`config.mk`:
```
export PLATFORM = sky130hd
export DESIGN_NAME = count_to_bcd
export DESIGN_NICKNAME = d
export VERILOG_FILES = /design/src/rtl/count_to_bcd_pkg.sv /design/src/rtl/count_to_bcd_add3.sv /design/src/rtl/count_to_bcd.sv
export SDC_FILE = /design/constraint.sdc
export NUM_CORES = 1
export LEC_CHECK = 0
export ABC_AREA = 0
export BUFFER_PORTS_ARGS = -buffer_cell sky130_fd_sc_hd__buf_4
export CORE_MARGIN = 1
export CORE_UTILIZATION = 59
export CTS_BUF_LIST = sky130_fd_sc_hd__clkbuf_4
export DETAILED_ROUTE_END_ITERATION = 6
export HOLD_SLACK_MARGIN = 0.08
export PLACE_DENSITY = 0.82
export SYNTH_ARGS = -nofsm -noshare
export SYNTH_HDL_FRONTEND = slang
export SYNTH_SLANG_ARGS = --single-unit
```
`constraint.sdc`:
```
create_clock -name clock -period 1.8 [get_ports clock]
set_clock_uncertainty 0.1 [all_clocks]
set_input_delay 0.27 -clock clock [delete_from_list [all_inputs] [get_ports clock]]
set_output_delay 0.27 -clock clock [all_outputs]
set_load 0.02 [all_outputs]
```
`src/rtl/count_to_bcd_pkg.sv`:
```
// Shared definitions for the count_to_bcd converter.
// Holds the controller state encoding and the default widths. COUNT_W must
// track the count width of counter_16, which feeds this block directly.
package count_to_bcd_pkg;

    localparam int COUNT_W    = 16;
    localparam int BCD_DIGITS = 5;

    typedef enum logic {
        ST_IDLE  = 1'b0,
        ST_SHIFT = 1'b1
    } state_t;

endpackage

```
`src/rtl/count_to_bcd_add3.sv`:
```
// Single-digit correction cell for shift-add-3 (double dabble) conversion.
// Ports:
//   din  : 4-bit BCD digit before the shift
//   dout : din + 3 when din >= 5, otherwise din unchanged
// Adding 3 before the left shift makes a digit of 5..9 carry correctly into
// the next decade once it is doubled. Inputs are always 0..9, so the sum
// never exceeds 12 and fits in 4 bits.
module count_to_bcd_add3 (
    input  logic [3:0] din,
    output logic [3:0] dout
);

    assign dout = (din >= 4'd5) ? (din + 4'd3) : din;

endmodule

```
`src/rtl/count_to_bcd.sv`:
```
// Sequential binary-to-BCD converter sitting downstream of counter_16.
// A start strobe snapshots bin; the snapshot is converted one bit per clock
// by shift-add-3, and the packed BCD result is published with a done pulse.
// The counter keeps running during a conversion; only the snapshot matters.
// Ports:
//   clock : rising-edge clock, shared with counter_16
//   reset : asynchronous, active-low reset
//   start : conversion request, only looked at while idle
//   bin   : binary value to convert (normally counter_16 count)
//   busy  : high while a conversion is running
//   done  : one-cycle pulse, bcd has just been updated
//   bcd   : packed BCD result, units in bcd[3:0]; held between conversions
module count_to_bcd
    import count_to_bcd_pkg::*;
#(
    parameter int BIT_SZ = COUNT_W,
    parameter int DIGITS = BCD_DIGITS
) (
    input  logic                  clock,
    input  logic                  reset,
    input  logic                  start,
    input  logic [BIT_SZ-1:0]     bin,
    output logic                  busy,
    output logic                  done,
    output logic [4*DIGITS-1:0]   bcd
);

    localparam int CNT_W = $clog2(BIT_SZ);
    localparam int SCR_W = 4*DIGITS + BIT_SZ;

    state_t             state_q;
    state_t             state_d;
    logic [CNT_W-1:0]   bit_cnt;
    logic [SCR_W-1:0]   scratch;
    logic [SCR_W-1:0]   corrected;
    logic [SCR_W-1:0]   shifted;
    logic               last_shift;

    // The BCD field occupies the top of the scratch register; every digit
    // gets its own add-3 cell, while the binary part passes straight through.
    for (genvar g = 0; g < DIGITS; g++) begin : g_digit
        count_to_bcd_add3 u_add3 (
            .din  (scratch[BIT_SZ + 4*g +: 4]),
            .dout (corrected[BIT_SZ + 4*g +: 4])
        );
    end

    assign corrected[BIT_SZ-1:0] = scratch[BIT_SZ-1:0];
    assign shifted               = {corrected[SCR_W-2:0], 1'b0};
    assign last_shift            = (state_q == ST_SHIFT) &&
                                   (bit_cnt == CNT_W'(BIT_SZ - 1));
    assign busy                  = (state_q == ST_SHIFT);

    // State register. Reset drops any conversion in flight straight back
    // to idle without producing a done pulse.
    always_ff @(posedge clock or negedge reset) begin
        if (!reset) begin
            state_q <= ST_IDLE;
        end else begin
            state_q <= state_d;
        end
    end

    // Next-state logic: idle waits for start, shift runs until the last bit
    // has been shifted in. A start seen while shifting is simply not looked at.
    always_comb begin
        state_d = state_q;
        case (state_q)
            ST_IDLE:  if (start)      state_d = ST_SHIFT;
            ST_SHIFT: if (last_shift) state_d = ST_IDLE;
            default:                  state_d = ST_IDLE;
        endcase
    end

    // Datapath: load the snapshot on an accepted start, then correct and
    // shift once per clock. The visible result is only written on the final
    // shift, so the outputs never show a half-converted value. done defaults
    // low every cycle so it stays a single-cycle pulse.
    always_ff @(posedge clock or negedge reset) begin
        if (!reset) begin
            scratch <= '0;
            bit_cnt <= '0;
            bcd     <= '0;
            done    <= 1'b0;
        end else begin
            done <= 1'b0;
            case (state_q)
                ST_IDLE: begin
                    if (start) begin
                        scratch <= {{(4*DIGITS){1'b0}}, bin};
                        bit_cnt <= '0;
                    end
                end
                ST_SHIFT: begin
                    scratch <= shifted;
                    bit_cnt <= bit_cnt + CNT_W'(1);
                    if (last_shift) begin
                        bcd  <= shifted[SCR_W-1:BIT_SZ];
                        done <= 1'b1;
                    end
                end
                default: begin
                    scratch <= '0;
                    bit_cnt <= '0;
                end
            endcase
        end
    end

endmodule

```
* Word level (Yosys, flattened, before mapping)
Index checks and enable logic that the tools add are counted.
Cells by class: $add $sub $neg 6, multipliers 0, divide/modulo/power cells 0, $lt $le $gt $ge 5, equal/unequal tests 2, shift-type cells 0, multiplexer cells 14, bitwise operators 1, reduce and logical (&&, ||, !) cells 2
Operator list (count):
- 36-bit one-hot mux with 2 select lines | 1
- 36-bit two-way mux | 1
- 4-bit by 3-bit greater-or-equal comparator with 1-bit output (second input constant) | 5
- 4-bit two-way mux | 5
- 4-bit by 2-bit adder with 4-bit output (second input constant) | 4
- 4-bit one-hot mux with 2 select lines | 1
- 4-bit by 1-bit adder with 4-bit output (second input constant) | 1
- 4-bit == test (second input constant) | 1
- 1-bit two-way mux | 4
- 3-bit by 2-bit adder with 3-bit output (second input constant) | 1
- 3-bit two-way mux | 1
- 2-bit inequality test (second input constant) | 1
- 1-bit one-hot mux with 2 select lines | 1
- 2-bit AND reduction | 1
- 1-bit logical AND | 1
- 1-bit NOT | 1
Word-level totals: register bits 62, bits in latches 0, memory bits (writable) 0, memory bits (read-only) 0, bits of input ports 19, output and inout port bits 22, memories 0

* Depth between registers and ports, before layout
Gate-level depths: netlist of run 1.
word-level depth 4, depth in mapped cells 6, depth with buffers taken out 6

* Hierarchy
Synthesis of run 1 repeated with hierarchy kept, for this count alone.
Second synthesis, totals: cells, all modules 296, area total of the unflattened synthesis 2946.6 um^2
By module, submodules not included:
- count_to_bcd | instances 1, cells an instance 216, area an instance 2439.8 um^2
- count_to_bcd_add3 | instances 5, cells an instance 16, area an instance 101.3 um^2

* Least setup slack after synthesis of run 1
Ideal clock, no wire load.
kind reg2reg, start point register scratch[16], end point register scratch[18], data arrival time 1416 ps, required time 1618 ps, slack 202 ps, stages on the path, launching flop included 7, path buffers 0, path through dfrtp_1 -> inv_1 -> ha_1 -> nand2b_1 -> a21oi_1 -> mux2_2 -> o22ai_1
Between the ends: word-level cells in the longest chain between the ends 3
Ends and longest elaborated chain:
- from (decl) | line count_to_bcd.sv:34 | logic [SCR_W-1:0] scratch;
- from (signal assigned) | line count_to_bcd.sv:90 | scratch <= {{(4*DIGITS){1'b0}}, bin};
- from (signal assigned) | line count_to_bcd.sv:95 | scratch <= shifted;
- 4-bit by 2-bit adder with 4-bit output or 4-bit by 3-bit greater-or-equal comparator with 1-bit output (tied branches) | line count_to_bcd_add3.sv:13 | assign dout = (din >= 4'd5) ? (din + 4'd3) : din;
- 4-bit two-way mux (*) | line count_to_bcd_add3.sv:13
- 36-bit one-hot mux with 2 select lines (*) | line count_to_bcd.sv:87 | case (state_q)
Every way passes the cells marked *; elsewhere a longest branch is shown, timed or not. A chain may end at the register's enable or synchronous reset.

* Final worst setup path of run 1
start point register state_q, in the netlist busy, end point output busy
RTL lines:
- from (decl) | line count_to_bcd.sv:31 | state_t state_q;
- from (signal assigned) | line count_to_bcd.sv:60 | state_q <= state_d;
- to (decl) | line count_to_bcd.sv:23 | output logic busy,
No word-level cell between the ends.

==> results of run 1 <==
==> critical path, stage by stage (launching register included) <==
cell and delay, ns:
dfrtp_1 0.50, buf_4 0.28, buf_4 0.18
==> worst paths after layout <==
kind	startpoint	end	slack [ns]
max in group asynchronous	reset	scratch[12]	0.86
hold / removal	bin[15]	scratch[15]	0.11
hold reg to reg	bcd[19]	bcd[19]	0.39
setup / recovery	busy	busy	0.06
setup reg to reg	scratch[16]	scratch[18]	0.10
min in group asynchronous	reset	bcd[3]	0.24
==> cells in the final DEF (no fill, tap or decap), types with 9 or more instances in the layout <==
cell type       n
o22ai_1        11
o21ai_0        26
buf_4          44
dlygate4sd3_1  14
clkbuf_4       12
mux2i_1        19
nor3b_1        12
nand2_1        48
dfrtp_1        62
ha_1           11
a21oi_1         9
o21ai_1        11
inv_1          10
==> what timing repair did <==
action / 4_1_cts / 5_1_grt
endpoints found under the setup margin: 0 / 2
resized for setup: 0 / 1
hold buffers: 14 / 0
hold endpoints to repair: 75 / 0
==> state kept, by name, summed over array words and instances (netlist names) <==
signal,flops
bcd,20
bit_cnt,4
scratch,36
busy,1
done,1
==> where the power goes <==
part	internal (uW)	total [uW]	switching, uW
registers	1990	2480	487
clock network	313	788	474
logic	1350	2870	1520
total	3660	6140	2480
==> final cells by class <==
| cell class | instances | share of cell area, % |
|---|---|---|
| repair buffers | 59 | 13.8 |
| clock inverters | 3 | 0.352 |
| well taps | 67 | 2.36 |
| clock buffers | 12 | 2.54 |
| multi-input cells | 190 | 35.9 |
| flip-flops and latches | 62 | 43.7 |
| inverters | 12 | 1.41 |
==> cell families (layout without fill, tap and decap cells) <==
group,after synthesis,after routing,share of synthesized area (%)
xor+xnor,7,7,2.08
flops,62,62,52.7
buf+inv,25,86,4.21
compound gates,70,70,13.7
simple gates,75,75,12.4
mux,27,27,10.3
fa+ha+maj,11,11,4.67
==> per-stage QoR <==
step                hold slack [ns]  setup slack, ns
CTS                          0.0845           0.0404
finish                        0.107           0.0645
floorplan                    -0.126            0.202
global placement              0.131            0.163
global route                 0.0990          0.00380
detailed placement            0.133           0.0609
==> metal layers <==
layer  GRT usage [%]  routed length, um
met1            32.5               2700
met2            42.9               2910
met3            5.94                184
met4            8.93                 87
met5               0                  0
==> run metrics, run 1 <==
gr ovfl total 0; Commonest cells post-synth dfrtp_1, nand2_1, o21ai_0; critical path class flip-flop to output port; Max Cap Viol 0; top cells by area, synth dfrtp_1, mux2i_1, nand2_1, ha_1, o21ai_0; ys async rst share 100%; row count 25; top cell type by total area after synthesis dfrtp_1; dpl hpwl 3.86 mm; CTS tree done; Post-Syn Area per Cell 10.6 sq um; # port buffers 40; worst slew pin tran 0.447 ns; vias in the first global route 2181; clock latency on the worst-skew pair 0.40 ns; worst IR drop on VDD 947 uV; H-tree levels 3; Setup violations, final 0; Max Freq 576 MHz; first-pass GRT wire length 10.0 mm; die width 72.7 um; Rel. slew slack 70.1%; Finished Cell Area 3550 sq um; effective utilization at floorplan 61.9%; vias per inst 5.42; initial antenna violation count 0; Fill cells 363; post-synth cell types 30; clock root buffer clkbuf_4; status completed; Cell Pwr Density 1730 nW/um^2; Fin. Hold Viols 0; Crit Path Max Fanout 21; largest net degree at the start of global routing 33; DR DRC count 0; die area 5280 sq um; CTS Buf Count 9; Min-Delay Path Depth 3; Pleak 0.00168 uW; Worst EP arrival 1.37 ns; cell area after synthesis 2950 sq um; Tmin final 1.74 ns; IO Pins 41; Multi-input gate area 1270 sq um; period utilization 96.4%; placed inst area 3310 sq um; Ys Warns 0; Longest Clk Path Bufs 2; CP endpoint kind output port; main flop type after synthesis dfrtp_1; layout cell share with drive strength beyond 1 22.8%; setup bufs post-CTS 0; Post-Syn Instances 277; area share of the largest cell type after synthesis 52.7%; placed instance count 376; Post-Syn Nets 307; Die Height 72.7 um; Layout Nets 364; WP data required 1.43 ns; most instantiated library cell after synthesis dfrtp_1; max-slew violation count 0; WL per Instance 14.5 um; Clock Pin Slew Worst Setup and Hold Paths 0.10 ns; DRT antenna net count 0; Post-synth EDFFs 0; GPL Wtd Cong 0.805; R2R cell count 6; CTS sink cnt 62; antenna fix cells 0; Critical Path Source Type flip-flop; vias 2196; drt total wl 5.88 mm; Iter 0 DRT Violations 121; Syn-to-layout area delta 20.6%; FF+latch count, synth 62; final cell count without fillers 405; FF+latch area 1550 sq um; Finished Core Util 74.7%; total chip power 6140 uW; register area share after synthesis 52.7%; gr usage total 25.5%; unrepaired setup endpoints after global routing false; Hold Crit Class input pin to flip-flop; final setup TNS 0 ns; Placeable Area 4750 sq um; DRT Pass-1 Iters 4
Power figures use the tool's default switching activity.
==> inputs of run 2 (changes only) <==
--- a/config.mk
+++ b/config.mk
@@ -8,11 +8,10 @@
 export ABC_AREA = 0
 export BUFFER_PORTS_ARGS = -buffer_cell sky130_fd_sc_hd__buf_4
 export CORE_MARGIN = 1
-export CORE_UTILIZATION = 59
-export CTS_BUF_LIST = sky130_fd_sc_hd__clkbuf_4
+export CORE_UTILIZATION = 57
 export DETAILED_ROUTE_END_ITERATION = 6
 export HOLD_SLACK_MARGIN = 0.08
-export PLACE_DENSITY = 0.82
+export PLACE_DENSITY = 0.79
 export SYNTH_ARGS = -nofsm -noshare
 export SYNTH_HDL_FRONTEND = slang
 export SYNTH_SLANG_ARGS = --single-unit
==> run 2 against run 1 <==
  * Register-to-register slack hardly changed
  * Flip-flop and latch count stayed put
  * Largest power group unchanged
  * Maximum frequency is 1.3% higher
==> run metrics, run 2 (synthesis results as in run 1) <==
fin worst setup slack 0.0876 ns (was 0.0645 ns); worst r2r dst scratch[18] (unchanged); period utilization 95.1% (was 96.4%); IO Pins 41 (unchanged); CTS sink cnt 62 (unchanged); WP data required 1.94 ns (was 1.43 ns); Placeable Area 4850 sq um (was 4750 sq um); Reg2Reg Setup Slack 0.09 ns (was 0.10 ns); unrepaired setup endpoints after global routing false (unchanged); critical path class flip-flop to flip-flop (was flip-flop to output port); Longest Clk Path Bufs 2 (unchanged); most frequent cells in the layout dfrtp_1, nand2_1, buf_4, o21ai_0, mux2i_1 (unchanged); die width 73.9 um (was 72.7 um); first-pass GRT wire length 9.54 mm (was 10.0 mm); Iter 0 DRT Violations 131 (was 121); GPL Wtd Cong 0.817 (was 0.805); vias in the first global route 2159 (was 2181); total chip power 6530 uW (was 6140 uW); DRT Pass-1 Iters 4 (unchanged); max-slew violation count 0 (unchanged); R2R cell count 6 (unchanged); Multi-input gate area 1280 sq um (was 1270 sq um); CTS Buf Count 9 (unchanged); initial antenna violation count 0 (unchanged); clock root buffer clkbuf_8 (was clkbuf_4); final setup TNS 0 ns (unchanged); drt total wl 5.30 mm (was 5.88 mm); Max Cap Viol 0 (unchanged); Fin. Hold Viols 0 (unchanged); WL per Instance 13.4 um (was 14.5 um); DR DRC count 0 (unchanged); gr usage total 23.4% (was 25.5%); largest net degree at the start of global routing 36 (was 33); CTS tree done (unchanged); DRT antenna net count 0 (unchanged); largest register by flop count scratch (unchanged); vias per inst 5.36 (was 5.42); Tmin final 1.71 ns (was 1.74 ns); CP endpoint kind flip-flop (was output port); Rel. slew slack 69.4% (was 70.1%); die area 5460 sq um (was 5280 sq um); clock latency on the worst-skew pair 0.32 ns (was 0.40 ns); commonest non-fill, non-tap cell in the layout dfrtp_1 (unchanged); Setup violations, final 0 (unchanged); worst slew pin tran 0.457 ns (was 0.447 ns); worst IR drop on VDD 773 uV (was 947 uV); Crit Path Max Fanout 3 (was 21); vias 2111 (was 2196); Sw Ratio 37.8% (was 40.4%); power share of the clock group 18.5% (was 12.8%); layout cell share with drive strength beyond 1 24.5% (was 22.8%); # port buffers 40 (unchanged); Post-Place Worst Slack 0.0534 ns (was 0.0609 ns); R2R Path Start scratch[16] (unchanged); Syn-to-layout area delta 19.9% (was 20.6%); Net Sw Power 2470 uW (was 2480 uW); status completed (unchanged); Die Height 73.9 um (was 72.7 um); Hold Crit Class input pin to flip-flop (unchanged); Pleak 0.00167 uW (was 0.00168 uW); hold wc startpoint bin[0] (was bin[15]); FF+latch area 1550 sq um (unchanged); row count 25 (unchanged); Min-Delay Path Depth 3 (unchanged); effective utilization at floorplan 60.7% (was 61.9%); Max Freq 584 MHz (was 576 MHz); Worst Hold Path EP scratch[0] (was scratch[15]); antenna fix cells 0 (unchanged); Fill cells 355 (was 363); combinational share of power 43.6% (was 46.8%); Largest register FFs 36 (unchanged); sequential share of power 37.8% (was 40.4%); Worst EP arrival 1.86 ns (was 1.37 ns); dpl hpwl 3.73 mm (was 3.86 mm); Cell Pwr Density 1850 nW/um^2 (was 1730 nW/um^2); internal power 4060 uW (was 3660 uW); largest registers scratch x36, bcd x20, bit_cnt x4 (unchanged); gr ovfl total 0 (unchanged); Clock Pin Slew Worst Setup and Hold Paths 0.06 ns (was 0.10 ns); H-tree levels 3 (unchanged); Layout Nets 352 (was 364); Critical Path Source Type flip-flop (unchanged)
[run 2: changes by cell type in the layout (fill, tap and decap cells not counted), sizes merged]
| cell | change |
|---|---|
| clkinv | -2 |
| clkinvlp | +1 |
| buf | +1 |
| clkbuf | +1 |
| dlygate4sd3 | -13 |
| bufinv | +1 |
[run 2: cell type report]
type                       instances  area share [%]
tap                               67            2.37
clock buffer                      13            4.50
timing repair buffer              47            10.4
inverter                          12            1.42
clock inverter                     3            1.20
sequential                        62            43.9
multi-input combinational        190            36.1
[run 2: worst max-delay path by stage]
stage           startpoint          end  slack (ns)  cells past startpoint
6_report       scratch[16]  scratch[18]        0.09                      6
5_1_grt        scratch[16]  scratch[18]       0.002                      6
2_1_floorplan  scratch[16]  scratch[18]        0.20                      6
3_3_place_gp   scratch[16]  scratch[18]        0.16                      6
4_1_cts        scratch[16]  scratch[18]        0.04                      6
3_5_place_dp   scratch[16]  scratch[18]        0.05                      6
[run 2: worst max-delay path, cell delays in order, from the launching register on]
cell and delay (ns):
dfrtp_1 0.39, inv_1 0.12, ha_1 0.22, nand2b_1 0.10, a21oi_2 0.20, mux2_2 0.37
o22ai_1 0.14
[run 2: power by group through the flow]
stage / Combinational, uW / Clock [uW] / Sequential [uW]
floorplan: 1860 / 0 / 2630
global placement: 2730 / 0 / 2450
detailed placement: 2850 / 0 / 2490
CTS: 2870 / 1240 / 2470
global route: 3200 / 1300 / 2560
finish: 2850 / 1210 / 2470
[run 2: routing by layer]
layer / up-vias / routed length, um / track usage [%]
met5: - / 0 / 0
met4: 0 / 101 / 13.7
met3: 11 / 172 / 5.49
met2: 46 / 2580 / 36.8
met1: 1012 / 2450 / 29.6
li1: 1042 / - / -
[run 2: repair_timing]
item                       CTS  global route
hold buffers                 1             0
setup endpoints to repair    0             4
buffers inserted             0             0
hold endpoints to repair    27             0
gates resized for setup      0             2
[run 2: metrics by stage]
stage / area [sq um] / cells / util (%) / hold WS (ns)
final: 3530 / 394 / 72.8 / 0.103
after global routing: 3530 / 394 / 72.8 / 0.132
after CTS: 3520 / 394 / 72.7 / 0.0911
after detailed placement: 3310 / 377 / 68.3 / 0.118
after global placement: 3310 / 377 / 68.3 / 0.116
after floorplan: 2950 / 277 / - / -0.126
==> inputs of run 3 (changes only) <==
--- a/config.mk
+++ b/config.mk
@@ -8,10 +8,10 @@
 export ABC_AREA = 0
 export BUFFER_PORTS_ARGS = -buffer_cell sky130_fd_sc_hd__buf_4
 export CORE_MARGIN = 1
-export CORE_UTILIZATION = 57
+export CORE_UTILIZATION = 45
 export DETAILED_ROUTE_END_ITERATION = 6
 export HOLD_SLACK_MARGIN = 0.08
-export PLACE_DENSITY = 0.79
+export PLACE_DENSITY = 0.65
 export SYNTH_ARGS = -nofsm -noshare
 export SYNTH_HDL_FRONTEND = slang
 export SYNTH_SLANG_ARGS = --single-unit
==> run 3 against run 2 <==
  * Register-to-register slack improved by 0.03 ns
  * Combinational power fell by 1%
  * Maximum frequency rose by 2.0%
  * Setup slack improved by 0.034 ns
  * Sequential power barely moved
  * Global-route usage fell by 5.8 points
  * Final area fell by 0.11%
  * Clock power fell by 7%
  * Core utilization fell by 17 points
  * Sequential share of layout area barely moved
==> run metrics, run 3 (synthesis results as in run 1) <==
Cell Pwr Density 1810 nW/um^2 (was 1850 nW/um^2); CTS Buf Count 9 (unchanged); H-tree levels 3 (unchanged); Worst Hold Path EP scratch[6] (was scratch[0]); Setup violations, final 0 (unchanged); dpl hpwl 3.60 mm (was 3.73 mm); # port buffers 40 (unchanged); worst IR drop on VDD 874 uV (was 773 uV); Reg2Reg Setup Slack 0.12 ns (was 0.09 ns); vias per inst 5.17 (was 5.36); die width 82.9 um (was 73.9 um); worst slew pin tran 0.446 ns (was 0.457 ns); Die Height 82.9 um (was 73.9 um); CTS tree done (unchanged); Syn-to-layout area delta 19.8% (was 19.9%); largest net degree at the start of global routing 38 (was 36); FF+latch area 1550 sq um (unchanged); Min-Delay Path Depth 3 (unchanged); Fin. Hold Viols 0 (unchanged); Crit Path Max Fanout 3 (unchanged); clock root buffer clkbuf_8 (unchanged); Pleak 0.00167 uW (about the same); commonest non-fill, non-tap cell in the layout dfrtp_1 (unchanged); gr usage total 17.6% (was 23.4%); row count 29 (was 25); Critical Path Source Type flip-flop (unchanged); status completed (unchanged); combinational share of power 43.8% (was 43.6%); Rel. slew slack 70.1% (was 69.4%); antenna fix cells 0 (unchanged); Placeable Area 6350 sq um (was 4850 sq um); vias 2087 (was 2111); Tmin final 1.68 ns (was 1.71 ns); period utilization 93.2% (was 95.1%); Fill cells 557 (was 355); Iter 0 DRT Violations 74 (was 131); internal power 3940 uW (was 4060 uW); Sw Ratio 38.5% (was 37.8%); Layout Nets 352 (unchanged); first-pass GRT wire length 9.69 mm (was 9.54 mm); Longest Clk Path Bufs 2 (unchanged); final setup TNS 0 ns (unchanged); Largest register FFs 36 (unchanged); gr ovfl total 0 (unchanged); Max Cap Viol 0 (unchanged); drt total wl 5.46 mm (was 5.30 mm); R2R Path Start scratch[16] (unchanged); Clock Pin Slew Worst Setup and Hold Paths 0.07 ns (was 0.06 ns); sequential share of power 38.6% (was 37.8%); Hold Crit Class input pin to flip-flop (unchanged); worst r2r dst scratch[18] (unchanged); Multi-input gate area 1270 sq um (was 1280 sq um); power share of the clock group 17.6% (was 18.5%); critical path class flip-flop to flip-flop (unchanged); max-slew violation count 0 (unchanged); Max Freq 596 MHz (was 584 MHz); initial antenna violation count 0 (unchanged); vias in the first global route 2054 (was 2159); CP endpoint kind flip-flop (unchanged); IO Pins 41 (unchanged); unrepaired setup endpoints after global routing false (unchanged); R2R cell count 6 (unchanged); DR DRC count 0 (unchanged); WP data required 1.95 ns (was 1.94 ns); CTS sink cnt 62 (unchanged); DRT antenna net count 0 (unchanged); die area 6870 sq um (was 5460 sq um); most frequent cells in the layout dfrtp_1, nand2_1, buf_4, o21ai_0, mux2i_1 (unchanged); hold wc startpoint bin[6] (was bin[0]); GPL Wtd Cong 0.746 (was 0.817); DRT Pass-1 Iters 4 (unchanged); Worst EP arrival 1.83 ns (was 1.86 ns); largest registers scratch x36, bcd x20, bit_cnt x4 (unchanged); Post-Place Worst Slack 0.0859 ns (was 0.0534 ns); WL per Instance 13.5 um (was 13.4 um); Net Sw Power 2460 uW (was 2470 uW); largest register by flop count scratch (unchanged); layout cell share with drive strength beyond 1 24.5% (unchanged); fin worst setup slack 0.122 ns (was 0.0876 ns); clock latency on the worst-skew pair 0.33 ns (was 0.32 ns); effective utilization at floorplan 46.4% (was 60.7%)
[run 3: area by class of cell]
cell class              instances  area share, %
clock inverters                 4          0.568
repair buffers                 47           10.5
flip-flops and latches         62           44.0
well taps                      77           2.73
inverters                      12           1.42
clock buffers                  12           4.68
multi-input cells             190           36.1
[run 3: what timing repair did]
item                       CTS  global route
setup endpoints to repair    0             1
setup buffers                0             0
resized for setup            0             1
hold buffers                 2             0
hold endpoints to repair    26             0
[run 3: per-stage QoR]
stage | power [uW] | instance area, sq um | util, % | hold WS [ns] | std cells
finish | 6400 | 3530 | 55.5 | 0.122 | 404
global route | 6930 | 3530 | 55.5 | 0.128 | 404
CTS | 6460 | 3520 | 55.5 | 0.110 | 404
detailed placement | 5310 | 3320 | 52.3 | 0.113 | 386
global placement | 5200 | 3320 | 52.3 | 0.109 | 386
floorplan | 4490 | 2950 | - | -0.126 | 277
[run 3: how the worst max path moves through the flow]
stage	startpoint	end	slack (ns)	depth (start not counted)
2_1_floorplan	scratch[16]	scratch[18]	0.20	6
3_3_place_gp	scratch[16]	scratch[18]	0.16	6
3_5_place_dp	scratch[16]	scratch[18]	0.09	6
4_1_cts	scratch[16]	scratch[18]	0.07	6
5_1_grt	scratch[32]	scratch[34]	0.001	6
6_report	scratch[16]	scratch[18]	0.12	6
[run 3: power groups by stage]
| stage | registers (uW) | clock network [uW] | logic [uW] |
|---|---|---|---|
| 2_1_floorplan | 2630 | 0 | 1860 |
| 3_3_place_gp | 2460 | 0 | 2740 |
| 3_5_place_dp | 2490 | 0 | 2820 |
| 4_1_cts | 2470 | 1150 | 2840 |
| 5_1_grt | 2560 | 1220 | 3150 |
| 6_report | 2470 | 1120 | 2810 |
[run 3: worst max-delay path, stage by stage, from the launching register on]
cell and delay [ns]:
dfrtp_1 0.39, inv_1 0.13, ha_1 0.21, nand2b_1 0.09, a21oi_2 0.18, mux2_2 0.36
o22ai_1 0.14
[run 3: metal layers]
metal  routed length (um)  global-route usage (%)
met3                  217                    3.88
met2                 2440                    26.1
met4                  107                    8.46
met5                    0                       0
met1                 2700                    24.6
